**config.mk**
```make
export PLATFORM = sky130hd
export DESIGN_NAME = gray_step_sequencer_flat
export DESIGN_NICKNAME = d
export VERILOG_FILES = /design/src/rtl/gray_step_sequencer_if.sv /design/src/rtl/gray_step_sequencer.sv /design/src/flat_wrapper.sv
export SDC_FILE = /design/constraint.sdc
export NUM_CORES = 1
export LEC_CHECK = 0
export CORE_MARGIN = 3
export CORE_UTILIZATION = 32
export DETAILED_ROUTE_END_ITERATION = 8
export GPL_TIMING_DRIVEN = 1
export SLEW_MARGIN = 15
export SYNTH_ARGS = -nofsm -noshare
export SYNTH_HDL_FRONTEND = slang
export SYNTH_SLANG_ARGS = --single-unit
```
**constraint.sdc**
```tcl
create_clock -name clk -period 1.65 [get_ports clk]
set_input_delay 0.33 -clock clk [delete_from_list [all_inputs] [get_ports clk]]
set_output_delay 0.33 -clock clk [all_outputs]
set_load 0.01 [all_outputs]
```
**src/rtl/gray_step_sequencer_if.sv**
```systemverilog
// ----------------------------------------------------------------------------
// gray_step_sequencer_if
// Control and status bundle for gray_step_sequencer.
//   master: requester side (drives start/dir/num_steps/dwell/abort,
//           observes code/step_pulse/busy/done/aborted/steps_left)
//   slave : sequencer side (the reverse directions)
// ----------------------------------------------------------------------------
interface gray_step_sequencer_if #(
    parameter int unsigned CNT_W   = 8,
    parameter int unsigned DWELL_W = 8
);
    logic               start;
    logic               dir;
    logic [CNT_W-1:0]   num_steps;
    logic [DWELL_W-1:0] dwell;
    logic               abort;
    logic [1:0]         code;
    logic               step_pulse;
    logic               busy;
    logic               done;
    logic               aborted;
    logic [CNT_W-1:0]   steps_left;

    modport master (
        output start, dir, num_steps, dwell, abort,
        input  code, step_pulse, busy, done, aborted, steps_left
    );

    modport slave (
        input  start, dir, num_steps, dwell, abort,
        output code, step_pulse, busy, done, aborted, steps_left
    );
endinterface

```
**src/rtl/gray_step_sequencer.sv**
```systemverilog
// ----------------------------------------------------------------------------
// gray_step_sequencer
// Emits a programmed number of 2-bit Gray-code steps, forward or reverse, with
// a programmable dwell between steps. The code position persists across runs.
//   clk : system clock, rising edge
//   rst : asynchronous active-low reset
//   bus : gray_step_sequencer_if.slave
//         in : start, dir, num_steps, dwell, abort
//         out: code, step_pulse, busy, done, aborted, steps_left
// ----------------------------------------------------------------------------
module gray_step_sequencer #(
    parameter int unsigned CNT_W   = 8,
    parameter int unsigned DWELL_W = 8
) (
    input logic                  clk,
    input logic                  rst,
    gray_step_sequencer_if.slave bus
);

    localparam logic [1:0] S_IDLE = 2'd0;
    localparam logic [1:0] S_RUN  = 2'd1;
    localparam logic [1:0] S_DONE = 2'd2;

    logic [1:0]         r_state;
    logic [1:0]         r_code;
    logic               r_step_pulse;
    logic               r_aborted;
    logic               r_dir;
    logic [CNT_W-1:0]   r_steps_left;
    logic [DWELL_W-1:0] r_dwell;
    logic [DWELL_W-1:0] r_dwell_cnt;

    logic [1:0]         w_code_next;

    // Forward order 00->01->11->10->00; reverse walks the same ring backwards.
    always_comb begin
        w_code_next = r_code;
        if (!r_dir) begin
            case (r_code)
                2'b00:   w_code_next = 2'b01;
                2'b01:   w_code_next = 2'b11;
                2'b11:   w_code_next = 2'b10;
                default: w_code_next = 2'b00;
            endcase
        end else begin
            case (r_code)
                2'b00:   w_code_next = 2'b10;
                2'b10:   w_code_next = 2'b11;
                2'b11:   w_code_next = 2'b01;
                default: w_code_next = 2'b00;
            endcase
        end
    end

    always_ff @(posedge clk or negedge rst) begin
        if (!rst) begin
            r_state      <= S_IDLE;
            r_code       <= 2'b00;
            r_step_pulse <= 1'b0;
            r_aborted    <= 1'b0;
            r_dir        <= 1'b0;
            r_steps_left <= '0;
            r_dwell      <= '0;
            r_dwell_cnt  <= '0;
        end else begin
            r_step_pulse <= 1'b0;
            case (r_state)
                S_IDLE: begin
                    if (bus.start) begin
                        r_dir        <= bus.dir;
                        r_dwell      <= bus.dwell;
                        r_steps_left <= bus.num_steps;
                        r_aborted    <= 1'b0;
                        if (bus.num_steps == '0) begin
                            r_state <= S_DONE;
                        end else begin
                            r_state     <= S_RUN;
                            r_dwell_cnt <= bus.dwell;
                        end
                    end
                end
                S_RUN: begin
                    // Abort outranks a step that falls due on the same edge.
                    if (bus.abort) begin
                        r_state   <= S_DONE;
                        r_aborted <= 1'b1;
                    end else if (r_dwell_cnt != '0) begin
                        r_dwell_cnt <= r_dwell_cnt - DWELL_W'(1);
                    end else begin
                        r_code       <= w_code_next;
                        r_step_pulse <= 1'b1;
                        r_steps_left <= r_steps_left - CNT_W'(1);
                        r_dwell_cnt  <= r_dwell;
                        if (r_steps_left == CNT_W'(1)) begin
                            r_state <= S_DONE;
                        end
                    end
                end
                S_DONE: begin
                    r_state <= S_IDLE;
                end
                default: begin
                    r_state <= S_IDLE;
                end
            endcase
        end
    end

    assign bus.code       = r_code;
    assign bus.step_pulse = r_step_pulse;
    assign bus.busy       = (r_state == S_RUN);
    assign bus.done       = (r_state == S_DONE);
    assign bus.aborted    = r_aborted;
    assign bus.steps_left = r_steps_left;

endmodule

```
**src/flat_wrapper.sv**
```systemverilog
// flat-port wrapper written by rule: the top's interface ports become plain ports
module gray_step_sequencer_flat 
#(
    parameter int unsigned CNT_W   = 8,
    parameter int unsigned DWELL_W = 8
)
  (clk, rst, bus_start, bus_dir, bus_num_steps, bus_dwell, bus_abort, bus_code, bus_step_pulse, bus_busy, bus_done, bus_aborted, bus_steps_left);
  gray_step_sequencer_if #(.CNT_W(CNT_W), .DWELL_W(DWELL_W)) bus_i ();
  input logic clk;
  input logic rst;
  input wire logic [$bits(bus_i.start)-1:0] bus_start;
  input wire logic [$bits(bus_i.dir)-1:0] bus_dir;
  input wire logic [$bits(bus_i.num_steps)-1:0] bus_num_steps;
  input wire logic [$bits(bus_i.dwell)-1:0] bus_dwell;
  input wire logic [$bits(bus_i.abort)-1:0] bus_abort;
  output wire logic [$bits(bus_i.code)-1:0] bus_code;
  output wire logic [$bits(bus_i.step_pulse)-1:0] bus_step_pulse;
  output wire logic [$bits(bus_i.busy)-1:0] bus_busy;
  output wire logic [$bits(bus_i.done)-1:0] bus_done;
  output wire logic [$bits(bus_i.aborted)-1:0] bus_aborted;
  output wire logic [$bits(bus_i.steps_left)-1:0] bus_steps_left;
  assign bus_i.start = bus_start;
  assign bus_i.dir = bus_dir;
  assign bus_i.num_steps = bus_num_steps;
  assign bus_i.dwell = bus_dwell;
  assign bus_i.abort = bus_abort;
  assign bus_code = bus_i.code;
  assign bus_step_pulse = bus_i.step_pulse;
  assign bus_busy = bus_i.busy;
  assign bus_done = bus_i.done;
  assign bus_aborted = bus_i.aborted;
  assign bus_steps_left = bus_i.steps_left;
  gray_step_sequencer #(.CNT_W(CNT_W), .DWELL_W(DWELL_W)) u_core (.clk(clk), .rst(rst), .bus(bus_i));
endmodule
```
==> out/metrics.cfg <==
[route]
wire_per_inst_um=16.20
drc=0
routed_via_density=5.303
num_vias=1835
dr.pass1.iters=4
wl_mm=5.606
drt_iter0_markers=164
postRouteAntennaNets=0

[final_layout]
fin_util=0.5579
antenna_cells=0
final_nets=301
drive_gt1_frac=0.4275
area_growth_pct=62.86

[critical_path]
cp-end-kind=flip-flop
reg2reg_slack_ps=-200
cp_max_fo=8
crit_chain=inv_2 -> ha_4 -> or3b_4 -> buf_4 -> o311ai_2 -> nand2_1 -> a22o_1
crit_buf_inv=2
path_class=flip-flop to flip-flop
worstPathRequired_ps=1820
slowest_stage=or3b_4
critical_path.top_delay_family=simple AND/OR/NAND/NOR gates
start_kind=flip-flop
critPathMaxStageDelay_ps=430
cp.arrival_ps=2010

[synth]
synth_area_leaders=dfrtp_1 43%, mux2_2 5.6%, a21oi_1 3.6%, nor3_1 3.0%, ha_1 2.8%
syn_nets=214
synth_warnings=0
synth_top_cell_by_area=dfrtp_1
yosys.area.top_type_share=0.4297
ys.flop_type=dfrtp_1
synth_edf_count=0
synth.avg_cell_area_um2=9.553
synthArstFlopShare=1.000
ys_ff_latch=31
netlist_instances=189
netlist_area_mm2=0.001805
synth-seq-area-share=0.4297
ys_types=48

[global_routing]
grt_max_degree=32
gr-total-overflow=0
grt_pass1_vias=1743
grt_usage=0.1748
antenna_found_initial=0
grt_pass1_wl_mm=8.763

[power]
p_comb_frac=0.614
clockPowerShare=0.113
p_per_area_mw_per_mm2=1786
p_switching_uw=2118
internal_power_uw=3132
switching_share=0.4035
leakage_uw=0.001241
irDropWorstVdd_mv=0.9184
p_seq_frac=0.273

[cts]
clk_pin_slew_worst_paths_ps=60
cts_buffer_depth=2
cts_sinks=31
ctsHoldBuffers=0
insertion_delay_ps=280
htreeDepth=2
root_buffer=clkbuf_8
tritoncts=built
numCtsBuffers=5

[die]
rows=26
fp.dieW_um=81.12
coreArea_mm2=0.005270
num_io_pins=35
die_y_um=81.12
die-area_mm2=0.006580
initial_core_util=0.3426

[min_path]
hp-class=primary input to flip-flop

[sta]
finalCriticalPeriod_ps=1846
relSlewSlack=0.6190
max_freq_mhz=541.8
setup_ws_ps=-195.7
finalSetupViolCount=11
finalClockSkew_ps=5.648
final-hold-violation-count=0
tightest_slew_ps=563.6
final.period_utilization=1.119
finalMaxSlewViolations=0
rsz0062_at_grt=yes

[placed_design]
gp_congestion=0.8439
dp_hpwl_mm=3.820
port_buffers=34
dp_slack_ps=-551.7

[job]
drv_cap=0

[run_status]
status=complete, but fails checks
violations=negative setup slack

-- path summary, 6_finish.rpt --
kind / from / end / cells after the start
worst max-delay path: u_core.r_dwell_cnt[1] / u_core.r_dwell_cnt[0] / 7
worst min-delay path: bus_num_steps[0] / u_core.bus.steps_left[0] / 3
worst max register to register: u_core.r_dwell_cnt[1] / u_core.r_dwell_cnt[0] / 7
worst min register to register: u_core.bus.aborted / u_core.bus.aborted / 2
max in group asynchronous: rst / u_core.r_state[0] / 2
min in group asynchronous: rst / u_core.bus.steps_left[1] / 2
-- worst register-to-register path: cells and delay by family, from the launching register on --
| family | cells | cell delay (ps) |
|---|---|---|
| and+or+nand+nor | 2 | 510 |
| AOI/OAI and AO/OA | 2 | 400 |
| DFF | 1 | 380 |
| buffers and inverters | 2 | 280 |
| adders and majority gates | 1 | 150 |
-- per-layer routing --
layer,vias up,share of wire,global-route usage
met5,-,0,0
met4,0,0.012,0.05068
met3,7,0.053,0.03215
met2,49,0.48,0.2660
met1,894,0.46,0.2526
li1,885,-,-
-- power by group through the flow --
| stage | Sequential, uW | Combinational [uW] | Clock, uW |
|---|---|---|---|
| 6_report | 1430 | 3220 | 594 |
| 5_1_grt | 1490 | 3490 | 652 |
| 4_1_cts | 1410 | 2870 | 609 |
| 3_5_place_dp | 1420 | 2640 | 0 |
| 3_3_place_gp | 1410 | 2610 | 0 |
| 2_1_floorplan | 1450 | 1410 | 0 |
-- synthesized netlist by cell type, types with 3 or more instances --
cell      instances
mux2_2            9
xnor2_1           4
nand3_1           6
clkbuf_1          5
buf_2             5
nor3b_1           5
a21oi_1          13
ha_1              4
o21ai_0           9
a31oi_1           6
or4_1             4
o21ai_1           4
inv_1             5
o22ai_1           3
nor4b_1           3
o22a_1            3
nor3_1           11
dfrtp_1          31
o211ai_1          3
nor2_1           12
nand2_1          12
-- placed cells by master (no fill, tap or decap), types with 3 or more instances in the layout --
master / count
buf_4: 48
dfrtp_1: 29
clkdlybuf4s50_1: 20
nor3_1: 11
nor2_1: 11
nand2_1: 11
buf_6: 10
mux2_2: 9
a21oi_1: 9
o21ai_1: 6
clkbuf_8: 6
or4_4: 5
dlygate4sd2_1: 5
a31oi_1: 4
o21ai_0: 4
a21oi_2: 4
xnor2_1: 4
clkdlybuf4s15_1: 4
inv_1: 3
nor3b_1: 3
o22a_1: 3
o21ai_2: 3
nor4b_1: 3
o211ai_1: 3
nand3_2: 3
nand3_1: 3
o22ai_1: 3
dlymetal6s2s_1: 3
-- per-stage QoR --
stage	total power [uW]	area [um^2]	setup TNS [ps]	cells	hold WS, ps
after floorplan	2865	1833	-755.2	189	34.41
after global placement	4021	2557	-7792	329	476.7
after detailed placement	4051	2557	-7709	329	495.7
after CTS	4892	2776	-1139	340	431.9
after global routing	5634	2940	-2494	346	344.6
final	5250	2940	-1310	346	333.3
-- registers in the layout (all words and copies together) (netlist names) --
name	count
u_core.r_dwell	8
u_core.bus.code	2
u_core.r_dir	1
u_core.bus.steps_left	8
u_core.r_state	2
u_core.bus.step_pulse	1
u_core.r_dwell_cnt	8
u_core.bus.aborted	1
-- cell type report --
class / count / area [um^2]
tap: 70 / 87.58
clock inverter: 1 / 5.005
timing repair buffer: 92 / 804.5
fill: 480 / 2330
clock buffer: 6 / 82.58
multi-input combinational: 141 / 1164
sequential: 31 / 778.2
inverter: 5 / 18.77
-- logic make-up after synthesis --
family,synth area share
XOR/XNOR,0.01940
AND/OR/NAND/NOR,0.2086
flip-flops,0.4297
AO/OA/AOI/OAI,0.2093
multiplexers,0.06237
adder cells (fa/ha/maj),0.02772
buffers and inverters,0.04296
-- what timing repair did --
item / in CTS / in global routing
gates cloned: 0 / 1
setup buffers: 5 / 5
setup endpoints to repair: 16 / 29
gates resized for setup: 38 / 40
pin swaps: 17 / 16
No activity file was read; power rests on OpenSTA's default activity.
